## src/rtl/pc_fetch_ctrl_if.sv

```systemverilog
// Fetch-controller bundle: next-PC/execute handshake, instruction memory port and status.
// master is the controller side; slave is the surrounding pipeline and memory.
interface pc_fetch_ctrl_if;
  logic [63:0] NextPC;
  logic        NextPCValid;
  logic        InstrReady;
  logic        Halt;
  logic        IMemAck;
  logic [31:0] IMemData;
  logic [63:0] CurrentPC;
  logic        IMemReq;
  logic [63:0] IMemAddr;
  logic [31:0] Instruction;
  logic        InstrValid;
  logic [31:0] RetiredCount;
  logic        Fault;

  modport master (
    input  NextPC, NextPCValid, InstrReady, Halt, IMemAck, IMemData,
    output CurrentPC, IMemReq, IMemAddr, Instruction, InstrValid, RetiredCount, Fault
  );

  modport slave (
    output NextPC, NextPCValid, InstrReady, Halt, IMemAck, IMemData,
    input  CurrentPC, IMemReq, IMemAddr, Instruction, InstrValid, RetiredCount, Fault
  );
endinterface

```

## src/rtl/pc_fetch_ctrl.sv

```systemverilog
// PC sequencer: one fetch, then hold the word in EXEC until retire; ack-to-InstrValid 1 cycle.
// Execute backpressure (InstrReady/NextPCValid low) stalls EXEC; a fetch with no ack faults after TIMEOUT cycles.
module pc_fetch_ctrl #(
  parameter logic [63:0] RESET_PC = 64'h0,
  parameter int          TIMEOUT  = 16
) (
  input  logic            CLK,
  input  logic            Reset,
  pc_fetch_ctrl_if.master bus
);

  localparam int            CW       = $clog2(TIMEOUT + 1);
  localparam logic [CW-1:0] WAIT_MAX = CW'(TIMEOUT - 1);

  typedef enum logic [2:0] {
    S_RESET,
    S_FETCH,
    S_EXEC,
    S_HALTED,
    S_FAULT
  } state_t;

  state_t        state_q, state_d;
  logic [63:0]   pc_q, pc_d;
  logic [31:0]   instr_q, instr_d;
  logic [31:0]   retired_q, retired_d;
  logic [CW-1:0] wait_q, wait_d;

  always_ff @(posedge CLK) begin
    if (Reset) begin
      state_q   <= S_RESET;
      pc_q      <= RESET_PC;
      instr_q   <= 32'h0;
      retired_q <= 32'h0;
      wait_q    <= '0;
    end else begin
      state_q   <= state_d;
      pc_q      <= pc_d;
      instr_q   <= instr_d;
      retired_q <= retired_d;
      wait_q    <= wait_d;
    end
  end

  always_comb begin
    state_d   = state_q;
    pc_d      = pc_q;
    instr_d   = instr_q;
    retired_d = retired_q;
    wait_d    = wait_q;
    case (state_q)
      S_RESET: state_d = S_FETCH;
      S_FETCH: begin
        if (bus.IMemAck) begin
          instr_d = bus.IMemData;
          wait_d  = '0;
          state_d = S_EXEC;
        end else if (wait_q == WAIT_MAX) begin
          // This edge closes the TIMEOUT-th unanswered request cycle.
          wait_d  = '0;
          state_d = S_FAULT;
        end else begin
          wait_d = wait_q + 1'b1;
        end
      end
      S_EXEC: begin
        if (bus.InstrReady && bus.NextPCValid) begin
          pc_d      = bus.NextPC;
          retired_d = retired_q + 32'd1;
          if (bus.NextPC[1:0] != 2'b00) begin
            state_d = S_FAULT;
          end else if (bus.Halt) begin
            state_d = S_HALTED;
          end else begin
            state_d = S_FETCH;
          end
        end
      end
      default: state_d = state_q;
    endcase
  end

  assign bus.CurrentPC    = pc_q;
  assign bus.IMemAddr     = pc_q;
  assign bus.IMemReq      = (state_q == S_FETCH);
  assign bus.Instruction  = instr_q;
  assign bus.InstrValid   = (state_q == S_EXEC);
  assign bus.RetiredCount = retired_q;
  assign bus.Fault        = (state_q == S_FAULT);

endmodule

```

## src/flat_wrapper.sv

```systemverilog
// flat-port wrapper written by rule: the top's interface ports become plain ports
module pc_fetch_ctrl_flat 
#(
  parameter logic [63:0] RESET_PC = 64'h0,
  parameter int          TIMEOUT  = 16
)
  (CLK, Reset, bus_NextPC, bus_NextPCValid, bus_InstrReady, bus_Halt, bus_IMemAck, bus_IMemData, bus_CurrentPC, bus_IMemReq, bus_IMemAddr, bus_Instruction, bus_InstrValid, bus_RetiredCount, bus_Fault);
  pc_fetch_ctrl_if bus_i ();
  input  logic CLK;
  input  logic Reset;
  input wire logic [$bits(bus_i.NextPC)-1:0] bus_NextPC;
  input wire logic [$bits(bus_i.NextPCValid)-1:0] bus_NextPCValid;
  input wire logic [$bits(bus_i.InstrReady)-1:0] bus_InstrReady;
  input wire logic [$bits(bus_i.Halt)-1:0] bus_Halt;
  input wire logic [$bits(bus_i.IMemAck)-1:0] bus_IMemAck;
  input wire logic [$bits(bus_i.IMemData)-1:0] bus_IMemData;
  output wire logic [$bits(bus_i.CurrentPC)-1:0] bus_CurrentPC;
  output wire logic [$bits(bus_i.IMemReq)-1:0] bus_IMemReq;
  output wire logic [$bits(bus_i.IMemAddr)-1:0] bus_IMemAddr;
  output wire logic [$bits(bus_i.Instruction)-1:0] bus_Instruction;
  output wire logic [$bits(bus_i.InstrValid)-1:0] bus_InstrValid;
  output wire logic [$bits(bus_i.RetiredCount)-1:0] bus_RetiredCount;
  output wire logic [$bits(bus_i.Fault)-1:0] bus_Fault;
  assign bus_i.NextPC = bus_NextPC;
  assign bus_i.NextPCValid = bus_NextPCValid;
  assign bus_i.InstrReady = bus_InstrReady;
  assign bus_i.Halt = bus_Halt;
  assign bus_i.IMemAck = bus_IMemAck;
  assign bus_i.IMemData = bus_IMemData;
  assign bus_CurrentPC = bus_i.CurrentPC;
  assign bus_IMemReq = bus_i.IMemReq;
  assign bus_IMemAddr = bus_i.IMemAddr;
  assign bus_Instruction = bus_i.Instruction;
  assign bus_InstrValid = bus_i.InstrValid;
  assign bus_RetiredCount = bus_i.RetiredCount;
  assign bus_Fault = bus_i.Fault;
  pc_fetch_ctrl #(.RESET_PC(RESET_PC), .TIMEOUT(TIMEOUT)) u_core (.CLK(CLK), .Reset(Reset), .bus(bus_i));
endmodule
```

## config.mk

```make
export PLATFORM = sky130hd
export DESIGN_NAME = pc_fetch_ctrl_flat
export DESIGN_NICKNAME = d
export VERILOG_FILES = /design/src/rtl/pc_fetch_ctrl_if.sv /design/src/rtl/pc_fetch_ctrl.sv /design/src/flat_wrapper.sv
export SDC_FILE = /design/constraint.sdc
export NUM_CORES = 1
export LEC_CHECK = 0
export ABC_AREA = 1
export BUFFER_PORTS_ARGS = -buffer_cell sky130_fd_sc_hd__buf_2
export CORE_AREA = 2 2 116 118
export CTS_BUF_LIST = sky130_fd_sc_hd__clkbuf_8
export DETAILED_ROUTE_END_ITERATION = 10
export DIE_AREA = 0 0 118 120
export HOLD_SLACK_MARGIN = 0.08
export PLACE_DENSITY = 0.88
export REMOVE_ABC_BUFFERS = 1
export SYNTH_ARGS = -nofsm -noshare
export SYNTH_HDL_FRONTEND = slang
export SYNTH_SLANG_ARGS = --single-unit
```

## constraint.sdc

```tcl
create_clock -name CLK -period 2.82 [get_ports CLK]
set_input_delay 0.564 -clock CLK [delete_from_list [all_inputs] [get_ports CLK]]
set_output_delay 0.564 -clock CLK [all_outputs]
set_load 0.01 [all_outputs]
```

Yosys cells after proc, flatten, opt, wreduce, memory -nomap -nowiden

Index checks and enable logic that the tools add are counted.
W data, S select, Z words.

Reductions and logical operators: 7
Multipliers: 0
$add $sub $neg: 2
$lt $le $gt $ge: 0
Divide/modulo/power cells: 0
Bitwise gates (word level): 0
Muxes and demuxes: 8
Eq/ne operators: 6
Shifts and indexed selects: 0

Operators by type and width:

| cell                    | count |
|---|---|
| $add A32 B1 Y32 const B | 1 |
| $mux W3                 | 4 |
| $mux W5                 | 2 |
| $pmux W3 S3             | 1 |
| $add A5 B1 Y5 const B   | 1 |
| $eq A5 B4 Y1 const B    | 1 |
| $reduce_and A2 Y1       | 2 |
| $eq A3 B1 Y1 const B    | 1 |
| $eq A3 B2 Y1 const B    | 1 |
| $eq A3 B3 Y1 const B    | 1 |
| $logic_not A3 Y1        | 1 |
| $ne A3 B2 Y1 const B    | 1 |
| $reduce_and A3 Y1       | 1 |
| $reduce_bool A3 Y1      | 1 |
| $mux W2                 | 1 |
| $ne A2 B1 Y1 const B    | 1 |
| $reduce_bool A2 Y1      | 1 |
| $logic_and A1 B1 Y1     | 1 |

Output and inout bits: 195
Bits in registers: 136
Input port bits: 102
Bits in read-only memories: 0
RAM bits: 0
Logic and storage cells: 28
Bits in latches: 0
Memories: 0

Depth between registers and ports, before layout

Word-level depth: 4
Depth in mapped cells: 10
Depth with buffers taken out: 10

Least setup slack after synthesis

Ideal clock, no wire load.

Kind: input to register
From: input port bus_InstrReady
To: register u_core.retired_q[19] (netlist: u_core.bus.RetiredCount[19])
Buffers on the path: 1
Cell stages on the path: 8
Data arrival time: 1.394 ns
Library setup time: 0.128 ns
Required time: 2.692 ns
Slack: 1.299 ns
Path through: nand2_1 -> inv_1 -> nand3_2 -> buf_4 -> nor2_1 -> nand3_1 -> o21ai_0 -> nor2_1

Word-level cells in the longest chain between the ends: 2

RTL lines:

| what                               | RTL line            | source |
|---|---|---|
| from (decl)                        | flat_wrapper.sv:13  | `input wire logic [$bits(bus_i.InstrReady)-1:0] bus_InstrReady;` |
| $logic_and A1 B1 Y1                | pc_fetch_ctrl.sv:67 | `if (bus.InstrReady && bus.NextPCValid) begin` |
| $reduce_and A2 Y1 (no source line) | --                  |  |
| to (signal assigned)               | pc_fetch_ctrl.sv:40 | `retired_q <= retired_d;` |
| to (decl)                          | pc_fetch_ctrl.sv:26 | `logic [31:0] retired_q, retired_d;` |

Every way passes these cells.
A chain may end at the register's enable or synchronous reset.

Final worst setup path

From: register u_core.state_q[2]
To: output port bus_IMemReq

Word-level cells in the longest chain between the ends: 1

RTL lines:

| what                   | RTL line            | source |
|---|---|---|
| from (decl)            | pc_fetch_ctrl.sv:23 | `state_t state_q, state_d;` |
| from (signal assigned) | pc_fetch_ctrl.sv:37 | `state_q <= state_d;` |
| $eq A3 B1 Y1           | pc_fetch_ctrl.sv:85 | `assign bus.IMemReq = (state_q == S_FETCH);` |
| to (decl)              | flat_wrapper.sv:18  | `output wire logic [$bits(bus_i.IMemReq)-1:0] bus_IMemReq;` |

Every way passes these cells.

==> flow_summary.ini <==
[power_and_ir_drop]
p_leak_nw = 3.70
p_total_mw = 4.91
power_density_mw_per_mm2 = 653
ir_worst_vdd_mv = 0.459

[clock_network]
tritoncts = built
clk_pin_slew_ns = 0.07
insertion_delay_ns = 0.43
cts_sinks = 136
cts_buffer_depth = 2
cts_setup_buffers = 0
htree_levels = 4
ctsHoldBuffers = 0
root_buffer = clkbuf_8
cts_buffers = 17
cts_resized = 0

[finish]
drive_gt1_share_pct = 33.1
final_cell_mix = buf_2, nand2_1, dfxtp_1
finalNetCount = 1154
fin_area_mm2 = 0.00752
diodes = 0
fillers = 1186
final_common_cell = buf_2
syn_to_final_growth_pct = 26.2
fin_cells = 1238
final_util_pct = 58.0

[sta]
max_freq_mhz = 512
slew_violations = 0
hold_viol = 0
hold-worst-slack_ns = 0.350
setup_slack_ns = 0.865
min_period_over_period_pct = 69.3
relSlewSlack_pct = 62.5
fin_skew_ns = 0.00818
setup_viol = 0
fin_tns_setup_ns = 0
rsz0062_at_grt = false
finalCriticalPeriod_ns = 1.95
worst_pin_slew_ns = 0.561

[synthesis]
yosysTopAreaCellShare_pct = 45.7
avgSynthCellArea_um2 = 7.20
syn_area_mm2 = 0.00596
synth_seq_cells = 136
yosys_warnings = 0
yosysTopAreaCell = dfxtp_1
netlist_instances = 827
ys_seq_area_share_pct = 45.7
synth_area_leaders = dfxtp_1, nand2_1, buf_4
ys_types = 32

[critical_path]
cp_max_fo = 7
worstSetupPathType = reg -> out
crit_path_end_kind = primary output
crit_required_ns = 2.26
ff2ff_setup_slack_ns = 1.16
start_kind = register
worstPathArrival_ns = 1.39

[detailed_routing]
routed_wl_um = 16000
drt-pass1-iter-count = 5
antenna_left = 0
drcViolationCount = 0
viasPerCell = 4.89
vias = 6049
wl_per_cell_um = 13.0
drt-initial-drc-count = 419

[placed_design]
port_buffers = 296
post_dp_cell_area_mm2 = 0.00708
place_ws_ns = 0.901
dpl.hpwl_um = 11600
place_congestion = 0.873
placed_cells = 1207

[floorplan]
ios = 297
num_rows = 42
die_area_mm2 = 0.0142
start_util_pct = 45.9
die_height_um = 120
core_mm2 = 0.0130
dieWidth_um = 118

[min_path]
hp-class = in -> reg

[job]
cap_viol_max_count = 0

[grt]
grt_first_pass_wirelength_um = 24900
antenna_found_initial = 0
grt_start_max_net_pins = 85
grt-ovfl-total = 0
grt_pass1_vias = 5340
grt_usage_pct = 21.7

[status]
status = finished clean
sequential cells by signal, indices dropped and copies added, names as in the netlist:
name,count
u_core.state_q,3
u_core.wait_q,5
u_core.bus.CurrentPC,64
u_core.bus.Instruction,32
u_core.bus.RetiredCount,32
layout make-up:
type	instances	area (µm²)	share of cell area (%)
Inverter	53	199	2.64
Multi-Input combinational cell	539	2390	31.8
Clock buffer	21	289	3.84
Timing Repair Buffer	303	1550	20.6
Sequential cell	136	2720	36.2
Clock inverter	10	150	2.00
Tap cell	176	220	2.93
cell families after synthesis:
group	share of synthesized area, %
AND/OR/NAND/NOR	27.2
XOR/XNOR	0.441
flip-flops	45.7
AO/OA/AOI/OAI	12.1
buffers and inverters	14.1
adder cells (fa/ha/maj)	0.420
report_power, final:
group          internal (mW)  leakage (nW)  switching [mW]  total [mW]
clock                   1.04         0.230           0.710        1.75
sequential              2.10          1.10           0.116        2.22
combinational          0.346          2.37           0.591       0.937
cells in the mapped netlist:
cell and count:
nand3_1 23, nor3b_1 2, nand3_2 2, buf_1 1, inv_1 50, a211oi_1 2, clkbuf_1 17, a31oi_1 1
nor2_1 119, nor3_1 6, o21ai_1 4, buf_4 65, o22ai_1 1, nor2_2 8, nand4_1 13, nor2_4 2
a21oi_1 84, nor3_2 1, nand2_2 3, xnor2_1 1, buf_6 1, nand2_1 213, dfxtp_1 136, o21a_1 1
ha_1 2, nand3b_1 1, xor2_1 2, o21bai_1 4, inv_2 3, and2_1 1, o21ai_0 43, buf_2 15
metal layers:
metal | wire, µm | GRT usage, %
met5 | 0 | 0
met4 | 227 | 8.73
met3 | 1430 | 6.27
met2 | 7600 | 36.2
met1 | 6790 | 26.5
worst max-delay path: stages (launching register included):
cell and delay (ns):
dfxtp_1 0.32, inv_1 0.14, nand3_2 0.18, inv_1 0.17, buf_2 0.16
worst paths after layout:
| path | startpoint | endpoint | depth (start not counted) |
|---|---|---|---|
| worst max register to register | u_core.state_q[0] | u_core.bus.RetiredCount[28] | 9 |
| worst min register to register | u_core.wait_q[4] | u_core.wait_q[4] | 2 |
| worst max-delay path | u_core.state_q[2] | bus_IMemReq | 4 |
| worst min-delay path | bus_IMemData[15] | u_core.bus.Instruction[15] | 3 |
Power figures use the tool's default switching activity.
